File: src/rtl/sim_oserdes_framer_pkg.sv
// Shared constants, state encoding and helpers for the serializer-side framer.
// Control words are chosen so that (word ^ ESC_XOR) never lands on another control word.
package sim_serdes_pkg;

    localparam logic [7:0] CW_TRAIN = 8'h5A;
    localparam logic [7:0] CW_IDLE  = 8'hBC;
    localparam logic [7:0] CW_SOF   = 8'hFB;
    localparam logic [7:0] CW_EOF   = 8'hFD;
    localparam logic [7:0] CW_ESC   = 8'h7D;
    localparam logic [7:0] ESC_XOR  = 8'h20;

    typedef enum logic [2:0] {
        ST_TRAIN,
        ST_IDLE,
        ST_DATA,
        ST_ESC2,
        ST_EOF
    } framer_state_t;

    function automatic logic is_ctrl(input logic [7:0] b);
        return (b == CW_TRAIN) || (b == CW_IDLE) || (b == CW_SOF) ||
               (b == CW_EOF)   || (b == CW_ESC);
    endfunction

endpackage

File: src/rtl/sim_oserdes_framer_if.sv
// Byte-stream input, training request and serializer-side outputs of the framer.
interface sim_oserdes_framer_if #(
    parameter int FIFO_DEPTH = 8
);
    localparam int LW = $clog2(FIFO_DEPTH) + 1;

    logic [7:0]    tx_data;
    logic          tx_valid;
    logic          tx_last;
    logic          tx_ready;
    logic          train_req;
    logic [7:0]    data_out_from_device;
    logic          link_trained;
    logic [LW-1:0] fifo_level;

    modport master (
        output tx_data, tx_valid, tx_last, train_req,
        input  tx_ready, data_out_from_device, link_trained, fifo_level
    );

    modport slave (
        input  tx_data, tx_valid, tx_last, train_req,
        output tx_ready, data_out_from_device, link_trained, fifo_level
    );

endinterface

File: src/rtl/sim_oserdes_framer_fifo.sv
// Single-clock first-word-fall-through FIFO; pointers carry one extra bit so
// level = wr - rd works across the natural modulo-DEPTH wrap.
module sim_sync_fifo #(
    parameter int WIDTH = 9,
    parameter int DEPTH = 8
) (
    input  logic                     i_clk,
    input  logic                     i_rst,
    input  logic                     i_push,
    input  logic [WIDTH-1:0]         i_wr_data,
    input  logic                     i_pop,
    output logic [WIDTH-1:0]         o_rd_data,
    output logic                     o_full,
    output logic                     o_empty,
    output logic [$clog2(DEPTH):0]   o_level
);
    localparam int AW = $clog2(DEPTH);

    logic [WIDTH-1:0] r_mem [DEPTH];
    logic [AW:0]      r_wr_ptr;
    logic [AW:0]      r_rd_ptr;
    logic             w_do_push;
    logic             w_do_pop;
    logic [AW:0]      w_level;

    assign w_level   = r_wr_ptr - r_rd_ptr;
    assign o_level   = w_level;
    assign o_full    = (w_level == (AW+1)'(DEPTH));
    assign o_empty   = (r_wr_ptr == r_rd_ptr);
    assign w_do_push = i_push && !o_full;
    assign w_do_pop  = i_pop && !o_empty;

    // Head is read combinationally so a popped byte reaches the output register on the pop edge.
    assign o_rd_data = r_mem[r_rd_ptr[AW-1:0]];

    always_ff @(posedge i_clk) begin
        if (w_do_push) begin
            r_mem[r_wr_ptr[AW-1:0]] <= i_wr_data;
        end
    end

    always_ff @(posedge i_clk or posedge i_rst) begin
        if (i_rst) begin
            r_wr_ptr <= '0;
            r_rd_ptr <= '0;
        end else begin
            if (w_do_push) begin
                r_wr_ptr <= r_wr_ptr + 1'b1;
            end
            if (w_do_pop) begin
                r_rd_ptr <= r_rd_ptr + 1'b1;
            end
        end
    end

endmodule

File: src/rtl/sim_oserdes_framer.sv
// Transmit framer on the divided clock: training, idle fill, SOF/EOF framing and
// ESC byte-stuffing of payload that collides with a control word.
module sim_oserdes_framer
    import sim_serdes_pkg::*;
#(
    parameter int FIFO_DEPTH  = 8,
    parameter int TRAIN_WORDS = 16
) (
    input  logic                 clk_div_in,
    input  logic                 io_reset,
    sim_oserdes_framer_if.slave  bus
);
    localparam int LW = $clog2(FIFO_DEPTH) + 1;
    localparam int CW = $clog2(TRAIN_WORDS + 1);

    framer_state_t r_state;
    framer_state_t w_state_nxt;
    logic [CW-1:0] r_count;
    logic [CW-1:0] w_count_nxt;
    logic          r_pending;
    logic          w_pending_nxt;
    logic          r_link_trained;
    logic          w_link_trained_nxt;
    logic          r_gap;
    logic          w_gap_nxt;
    logic [7:0]    r_hold_data;
    logic [7:0]    w_hold_data_nxt;
    logic          r_hold_last;
    logic          w_hold_last_nxt;
    logic [7:0]    r_data_out;
    logic [7:0]    w_data_out_nxt;

    logic          w_push;
    logic          w_pop;
    logic [8:0]    w_fifo_rd;
    logic          w_full;
    logic          w_empty;
    logic [LW-1:0] w_level;

    assign w_push = bus.tx_valid && !w_full;

    sim_sync_fifo #(
        .WIDTH (9),
        .DEPTH (FIFO_DEPTH)
    ) u_fifo (
        .i_clk     (clk_div_in),
        .i_rst     (io_reset),
        .i_push    (w_push),
        .i_wr_data ({bus.tx_last, bus.tx_data}),
        .i_pop     (w_pop),
        .o_rd_data (w_fifo_rd),
        .o_full    (w_full),
        .o_empty   (w_empty),
        .o_level   (w_level)
    );

    always_comb begin
        w_state_nxt        = r_state;
        w_count_nxt        = r_count;
        w_pending_nxt      = r_pending | bus.train_req;
        w_link_trained_nxt = r_link_trained;
        w_gap_nxt          = r_gap;
        w_hold_data_nxt    = r_hold_data;
        w_hold_last_nxt    = r_hold_last;
        w_data_out_nxt     = r_data_out;
        w_pop              = 1'b0;

        case (r_state)
            ST_TRAIN: begin
                w_data_out_nxt = CW_TRAIN;
                if (r_count == CW'(TRAIN_WORDS - 1)) begin
                    w_count_nxt = '0;
                    w_state_nxt = ST_IDLE;
                end else begin
                    w_count_nxt = r_count + 1'b1;
                end
            end
            ST_IDLE: begin
                w_data_out_nxt = CW_IDLE;
                w_gap_nxt      = 1'b0;
                if (r_pending) begin
                    // Pulses arriving on this edge are absorbed by the retrain being started.
                    w_pending_nxt      = 1'b0;
                    w_link_trained_nxt = 1'b0;
                    w_state_nxt        = ST_TRAIN;
                end else begin
                    w_link_trained_nxt = 1'b1;
                    // r_gap forces one IDLE word between back-to-back frames.
                    if (!r_gap && !w_empty) begin
                        w_data_out_nxt = CW_SOF;
                        w_state_nxt    = ST_DATA;
                    end
                end
            end
            ST_DATA: begin
                w_data_out_nxt = CW_IDLE;
                if (!w_empty) begin
                    w_pop = 1'b1;
                    if (is_ctrl(w_fifo_rd[7:0])) begin
                        w_data_out_nxt  = CW_ESC;
                        w_hold_data_nxt = w_fifo_rd[7:0];
                        w_hold_last_nxt = w_fifo_rd[8];
                        w_state_nxt     = ST_ESC2;
                    end else begin
                        w_data_out_nxt = w_fifo_rd[7:0];
                        if (w_fifo_rd[8]) begin
                            w_state_nxt = ST_EOF;
                        end
                    end
                end
            end
            ST_ESC2: begin
                w_data_out_nxt = r_hold_data ^ ESC_XOR;
                w_state_nxt    = r_hold_last ? ST_EOF : ST_DATA;
            end
            ST_EOF: begin
                w_data_out_nxt = CW_EOF;
                w_gap_nxt      = 1'b1;
                w_state_nxt    = ST_IDLE;
            end
            default: begin
                w_count_nxt = '0;
                w_state_nxt = ST_TRAIN;
            end
        endcase
    end

    always_ff @(posedge clk_div_in or posedge io_reset) begin
        if (io_reset) begin
            r_state        <= ST_TRAIN;
            r_count        <= '0;
            r_pending      <= 1'b0;
            r_link_trained <= 1'b0;
            r_gap          <= 1'b0;
            r_hold_data    <= 8'h00;
            r_hold_last    <= 1'b0;
            r_data_out     <= 8'h00;
        end else begin
            r_state        <= w_state_nxt;
            r_count        <= w_count_nxt;
            r_pending      <= w_pending_nxt;
            r_link_trained <= w_link_trained_nxt;
            r_gap          <= w_gap_nxt;
            r_hold_data    <= w_hold_data_nxt;
            r_hold_last    <= w_hold_last_nxt;
            r_data_out     <= w_data_out_nxt;
        end
    end

    assign bus.tx_ready             = !w_full;
    assign bus.data_out_from_device = r_data_out;
    assign bus.link_trained         = r_link_trained;
    assign bus.fifo_level           = w_level;

endmodule

File: src/flat_wrapper.sv
// flat-port wrapper written by rule: the top's interface ports become plain ports
module sim_oserdes_framer_flat import sim_serdes_pkg::*;
#(
    parameter int FIFO_DEPTH  = 8,
    parameter int TRAIN_WORDS = 16
)
  (clk_div_in, io_reset, bus_tx_data, bus_tx_valid, bus_tx_last, bus_train_req, bus_tx_ready, bus_data_out_from_device, bus_link_trained, bus_fifo_level);
  sim_oserdes_framer_if #(.FIFO_DEPTH(FIFO_DEPTH)) bus_i ();
  input  logic clk_div_in;
  input  logic io_reset;
  input wire logic [$bits(bus_i.tx_data)-1:0] bus_tx_data;
  input wire logic [$bits(bus_i.tx_valid)-1:0] bus_tx_valid;
  input wire logic [$bits(bus_i.tx_last)-1:0] bus_tx_last;
  input wire logic [$bits(bus_i.train_req)-1:0] bus_train_req;
  output wire logic [$bits(bus_i.tx_ready)-1:0] bus_tx_ready;
  output wire logic [$bits(bus_i.data_out_from_device)-1:0] bus_data_out_from_device;
  output wire logic [$bits(bus_i.link_trained)-1:0] bus_link_trained;
  output wire logic [$bits(bus_i.fifo_level)-1:0] bus_fifo_level;
  assign bus_i.tx_data = bus_tx_data;
  assign bus_i.tx_valid = bus_tx_valid;
  assign bus_i.tx_last = bus_tx_last;
  assign bus_i.train_req = bus_train_req;
  assign bus_tx_ready = bus_i.tx_ready;
  assign bus_data_out_from_device = bus_i.data_out_from_device;
  assign bus_link_trained = bus_i.link_trained;
  assign bus_fifo_level = bus_i.fifo_level;
  sim_oserdes_framer #(.FIFO_DEPTH(FIFO_DEPTH), .TRAIN_WORDS(TRAIN_WORDS)) u_core (.clk_div_in(clk_div_in), .io_reset(io_reset), .bus(bus_i));
endmodule
File: config.mk
export PLATFORM = sky130hd
export DESIGN_NAME = sim_oserdes_framer_flat
export DESIGN_NICKNAME = d
export VERILOG_FILES = /design/src/rtl/sim_oserdes_framer_pkg.sv /design/src/rtl/sim_oserdes_framer_if.sv /design/src/rtl/sim_oserdes_framer_fifo.sv /design/src/rtl/sim_oserdes_framer.sv /design/src/flat_wrapper.sv
export SDC_FILE = /design/constraint.sdc
export NUM_CORES = 1
export LEC_CHECK = 0
export ABC_AREA = 1
export CORE_ASPECT_RATIO = 1.75
export CORE_MARGIN = 2
export CORE_UTILIZATION = 50
export CTS_CLUSTER_DIAMETER = 80
export DETAILED_ROUTE_END_ITERATION = 16
export PLACE_DENSITY_LB_ADDON = 0.25
export SYNTH_ARGS = -nofsm -noshare
export SYNTH_HDL_FRONTEND = slang
export SYNTH_SLANG_ARGS = --single-unit
File: constraint.sdc
create_clock -name clk_div_in -period 2.9 [get_ports clk_div_in]
set_input_delay 0.435 -clock clk_div_in [delete_from_list [all_inputs] [get_ports clk_div_in]]
set_output_delay 0.435 -clock clk_div_in [all_outputs]
set_load 0.02 [all_outputs]
## After elaboration in Yosys (flattened, before gate mapping)

Memories as Yosys holds them, arrays and structs flattened.
Index checks and enable logic that the tools add are counted.

- Bitwise logic cells: 3
- Reduce and logical (&&, ||, !) cells: 17
- Eq/ne operators: 16
- Add/subtract/negate cells: 4
- Mux-type cells: 23

Operator list:

| operator | number |
|---|---|
| $pmux W8 S5 | 1 |
| $eq A8 B8 Y1 const B | 3 |
| $mux W8 | 3 |
| $mux W3 | 7 |
| $eq A8 B7 Y1 const B | 2 |
| $pmux W3 S5 | 1 |
| $pmux W5 S2 | 1 |
| $add A4 B1 Y4 const B | 2 |
| $mux W1 | 7 |
| $mux W7 | 1 |
| $eq A3 B2 Y1 const B | 2 |
| $ne A3 B1 Y1 const B | 2 |
| $add A5 B1 Y5 const B | 1 |
| $eq A5 B4 Y1 const B | 1 |
| $mux W5 | 1 |
| $reduce_bool A5 Y1 | 1 |
| $eq A4 B4 Y1 | 1 |
| $eq A4 B4 Y1 const B | 1 |
| $logic_and A1 B1 Y1 | 4 |
| $logic_or A1 B1 Y1 | 4 |
| $reduce_and A4 Y1 | 1 |
| $reduce_or A4 Y1 | 1 |
| $sub A4 B4 Y4 | 1 |
| $eq A3 B1 Y1 const B | 1 |
| other kinds (10) | 13 |

- Memory bits (writable): 72
- Bits in registers: 36
- Input bits: 13
- Logic and storage cells: 74
- Memories kept: 1

Memories:

| name | words | bits a word | rd ports | clocked after Yosys merged registers in | write ports | RTL line | RTL |
|---|---|---|---|---|---|---|---|
| u_core.u_fifo.r_mem | 8 | 9 | 1 | 0 | 1 | sim_oserdes_framer_fifo.sv:19 | `logic [WIDTH-1:0] r_mem [DEPTH];` |

## Depth between registers and ports, before layout

An unclocked memory read counts as a cell.

- Depth in word-level cells: 9
- Gate-level depth with buffers: 16
- Mapped depth without buffers: 16

## Modules after synthesis

A second synthesis with hierarchy kept.

- Cells, all modules: 472
- Area, all modules: 4862.2 µm²

By module, submodules not included:

| module | cells each | area each (µm²) | times used | sequential area each (µm²) |
|---|---|---|---|---|
| sim_sync_fifo | 295 | 3392.0 | 1 | 2362.3 |
| sim_oserdes_framer | 177 | 1470.2 | 1 | 700.7 |

## Worst setup path before layout

Ideal clock, no wire load.

- Kind: reg-to-reg
- Start point: register u_core.u_fifo.r_rd_ptr[2]
- End point: memory u_core.u_fifo.r_mem[7][0] (enable)
- Arrival: 2520 ps
- Buffers on the path: 1
- Cell stages (with the launch flop): 11
- Setup time: 377 ps
- Slack: 4 ps
- Path through: dfrtp_1 > inv_1 > buf_2 > ha_1 > xnor2_1 > nor3_1 > nand2_1 > nand2_1 > inv_1 > nand2_1 > nor2_1

- Longest elaborated chain between the ends: 7

Ends and longest elaborated chain:

| item | RTL line | RTL |
|---|---|---|
| start: declaration | sim_oserdes_framer_fifo.sv:21 | `logic [AW:0] r_rd_ptr;` |
| start signal: assignment | sim_oserdes_framer_fifo.sv:51 | `r_rd_ptr <= r_rd_ptr + 1'b1;` |
| $sub A4 B4 Y4 (*) | sim_oserdes_framer_fifo.sv:26 | `assign w_level = r_wr_ptr - r_rd_ptr;` |
| via bus_fifo_level[2] | flat_wrapper.sv:18 | `output wire logic [$bits(bus_i.fifo_level)-1:0] bus_fifo_level;` |
| $eq A4 B4 Y1 (*) | sim_oserdes_framer_fifo.sv:28 | `assign o_full = (w_level == (AW+1)'(DEPTH));` |
| $logic_not A1 Y1 (*) | -- |  |
| via bus_tx_ready | flat_wrapper.sv:15 | `output wire logic [$bits(bus_i.tx_ready)-1:0] bus_tx_ready;` |
| $logic_and A1 B1 Y1 | sim_oserdes_framer.sv:40 | `assign w_push = bus.tx_valid && !w_full;` |
| $logic_and A1 B1 Y1 (*) | sim_oserdes_framer_fifo.sv:30 | `assign w_do_push = i_push && !o_full;` |
| $mux W1 (*) | sim_oserdes_framer_fifo.sv:37 | `if (w_do_push) begin` |
| $mux W1 (implied by the code) (*) | sim_oserdes_framer_fifo.sv:38 | `r_mem[r_wr_ptr[AW-1:0]] <= i_wr_data;` |
| end: declaration | sim_oserdes_framer_fifo.sv:19 |  |

The timed path passes the listed nets; every way through them passes the cells marked *.

## Worst setup path in the final report

- Start point: register u_core.u_fifo.r_rd_ptr[1]
- End point: output port bus_fifo_level[3]

- Longest elaborated chain between the ends: 1

Ends and longest elaborated chain:

| item | RTL line |
|---|---|
| $sub A4 B4 Y4 | sim_oserdes_framer_fifo.sv:26 |
| end: declaration | flat_wrapper.sv:18 |

Every way passes these cells.

==> impl_results.md <==
- Status: completed
- Final Skew: roughly 4.8 ps
- Syn Std Cell Area: ~5000 um2
- Reg2reg end: u_core.r_hold_data[5]$_DFFE_PP0P_
- Post-synth top area cell: edfxtp_1
- Setup TNS: 0 ps
- Total congestion overflow: 0
- Most area-consuming cells after synthesis: edfxtp_1 43%, dfrtp_1 18%, nand2_1 11%
- Largest family of logic cells by synthesized area: simple AND/OR/NAND/NOR gates
- Crit path capture: bus_fifo_level[3]
- Antenna Cells: 0
- Routed Antenna Nets: 0
- Post-Route WL: 11300 um
- RSZ-0062 raised after global routing: no
- Yosys top cell area share: 0.430
- Layout cells sized above 1: 0.0706
- Max Slew Vio Count: 0
- Peak VDD IR: around 0.49 mV
- CTS Buf Count: 9
- Synth Instances: about 540
- Kind of critical path: flip-flop to primary output
- Hold_ws: 459 ps
- Fmax: approximately 370 MHz
- Clock root cell: clkbuf_16
- Routed wire per std cell: 16.0 um
- Post-synthesis simple-gate area fraction: 0.216
- H-tree depth: 3
- Global placement routability congestion: roughly 0.9
- Warnings from Yosys: 0
- Max clock buf depth: 2
- CTS tree: yes
- Clock Latency Late Sink: approximately 350 ps
- Router iterations before antenna repair: 6
- Sinks on Clock Net: around 110
- DRT iter0 DRCs: between 150 and 200
- Flop2flop setup slack: ~420 ps
- Vias: 3666
- Ports: 27
- FP Rows: between 40 and 50
- Post-synthesis sequential area ratio: 0.609
- Die H: 137 um
- Pleak: roughly 2.6 nW
- Ys async rst share: 0.333
- Layout area overhead: 14.7%
- Final Hold Viols: 0
- Hold_buf cts: 0
- Max-slew headroom: 0.633
- Final #Nets: 596
- Final setup fails: 0
- First-pass GRT wire length: roughly 18000 um
- GRT Resource Usage Total: 0.227
- Post-route clock period utilization: 0.938
- Synth Area in Compound Gates: 0.0592
- Cell with the largest stage delay on the worst path: clkdlybuf4s50_1
- Post-synthesis mux area share: 0.00199
- Vias per Instance: 5.19
- Mapped Avg Cell Area: 9.36 um2
- Setup crit end kind: primary output
- Post-synthesis cell type count: 34
- Crit Path Max Fanout: 5
- Critical Path Start Type: flip-flop
- Via count of the first global-routing pass: ~3700
- Max-Cap Viols: 0
- Die area: 10900 um2
- Min Tclk post-route: ~2700 ps
- Primary FF master, synth: edfxtp_1
- Initial Util: 0.511
- Critical Path Max Stage Delay: ~630 ps
- Worst Setup SP: u_core.u_fifo.r_rd_ptr[1]$_DFFE_PP0P_
- Cells along the critical path: inv_2, ha_1, nand2_1, o21ai_0, xor2_1, clkdlybuf4s50_1
- Worst-margin pin slew: about 550 ps
- Number of synthesized register bits: 108
- Largest net degree at the start of global routing: 37
- Worst hold path type: flip-flop to flip-flop
- Worst r2r src: u_core.u_fifo.r_rd_ptr[0]$_DFFE_PP0P_
- HPWL Detailed: 8210 um
- Adder-Cell Fraction of Synth Area: 0.0189
- Synthesized net count: between 500 and 600
- Cell Pwr Density: about 890 nW/um2
- Post-synth EDFFs: around 70
- Worst Reg2Reg Path Length in Cells: 15
- Port buffer count: 26
- CTS clk-pin slew, worst paths: roughly 70 ps
- Fillers: roughly 870
- Initial antenna violation count: 0
- DR DRC count: 0
- WP data required: ~2500 ps
- Arrival @ worst endpoint: roughly 2300 ps
- DP Cell Count: ~700
- Die W: ~80 um
- Core Area: 9850 um2
- Non-filler cells, final: 706
- Post-Synth XOR/XNOR Area: 0.0157
worst min path at each step:
stage / cells after the start / endpoint / slack (ps) / from
after floorplan: 2 / u_core.r_hold_data[4]$_DFFE_PP0P_ / 420 / u_core.r_hold_data[4]$_DFFE_PP0P_
after global placement: 2 / u_core.r_hold_data[4]$_DFFE_PP0P_ / 440 / u_core.r_hold_data[4]$_DFFE_PP0P_
after detailed placement: 2 / u_core.r_hold_data[4]$_DFFE_PP0P_ / 450 / u_core.r_hold_data[4]$_DFFE_PP0P_
after CTS: 2 / u_core.r_hold_data[4]$_DFFE_PP0P_ / 460 / u_core.r_hold_data[4]$_DFFE_PP0P_
after global routing: 2 / u_core.r_hold_data[4]$_DFFE_PP0P_ / 510 / u_core.r_hold_data[4]$_DFFE_PP0P_
final: 2 / u_core.r_hold_data[4]$_DFFE_PP0P_ / 460 / u_core.r_hold_data[4]$_DFFE_PP0P_
layout make-up:
cell class                 instances  area [um2]  share of cell area
multi-input combinational        334        1570               0.272
inverter                          81         304              0.0527
clock buffer                      10         229              0.0397
tap                              125         156              0.0271
sequential                       108        3060               0.531
clock inverter                     6        48.8             0.00846
timing repair buffer              42         395              0.0686
worst max-delay path, delay by kind of cell (launching register included):
kind	cells	cell delay [ps]
compound gates	1	200
simple gates	1	70
xor+xnor	1	210
buf+inv	2	700
flops	1	480
fa+ha+maj	1	280
stage by stage:
stage	total power [W]	utilization	cell area, um2	worst slack (ps)
3_5_place_dp	0.00403	0.557	5490	475
6_report	0.00515	0.585	5770	181
2_1_floorplan	0.00336	-	5030	3.55
4_1_cts	0.00519	0.585	5760	93.9
3_3_place_gp	0.00397	0.557	5490	453
5_1_grt	0.00550	0.585	5770	78.0
metal layers:
metal  GRT usage  vias to the layer above  share of wire
li1            -                     1805              -
met1       0.245                     1727           0.37
met2       0.417                      104           0.55
met3      0.0330                       30          0.035
met4       0.123                        0          0.043
met5           0                        -              0
power by group:
part | switching (W) | total, W | internal, W | leakage (nW)
registers | 0.000136 | 0.00208 | 0.00194 | 1.11
clock network | 0.000564 | 0.00116 | 0.000592 | 0.133
logic | 0.00124 | 0.00192 | 0.000677 | 1.32
total | 0.00194 | 0.00515 | 0.00321 | 2.57
layout by cell type (no fill, tap or decap), drive strengths merged:
cell type,n
xnor2,3
o22ai,3
a221oi,1
o2111ai,3
clkbuf,10
ha,6
clkdlybuf4s50,25
nor3,3
clkinv,4
nand2,155
nor3b,1
o211ai,1
a2111oi,1
a21boi,1
mux2i,1
edfxtp,72
nand3,40
clkinvlp,1
dlymetal6s2s,1
inv,82
a211oi,1
nand4,4
buf,16
a21oi,7
nor2,65
dfrtp,36
xor2,6
o21ai,31
fa,1
flip-flops by register name (all words and copies together), names as in the netlist:
name and cells:
u_core.u_fifo.r_mem 72, u_core.bus.data_out_from_device 8, u_core.r_hold_data 8, u_core.r_count 5
u_core.u_fifo.r_rd_ptr 4, u_core.u_fifo.r_wr_ptr 4, u_core.r_state 3, u_core.bus.link_trained 1
u_core.r_gap 1, u_core.r_hold_last 1, u_core.r_pending 1
synthesized netlist by cell type (2+ instances only):
library cell,count
a21oi_1,7
buf_2,7
buf_4,4
buf_6,2
dfrtp_1,36
edfxtp_1,72
ha_1,6
inv_1,78
inv_2,2
nand2_1,154
nand3_1,39
nand4_1,4
nor2_1,64
nor3_1,3
o2111ai_1,3
o21ai_0,21
o21ai_1,4
o21ai_2,6
o22ai_1,3
xnor2_1,3
xor2_1,6
repair_timing:
item                       CTS  global route
buffers inserted             0             0
resized for setup            0             1
setup endpoints to repair    0             1
logic make-up after synthesis:
| group | Yosys count |
|---|---|
| adder cells (fa/ha/maj) | 7 |
| AO/OA/AOI/OAI | 49 |
| flip-flops | 108 |
| buffers and inverters | 95 |
| multiplexers | 1 |
| AND/OR/NAND/NOR | 268 |
| XOR/XNOR | 9 |
(Power assumes the default switching activity.)
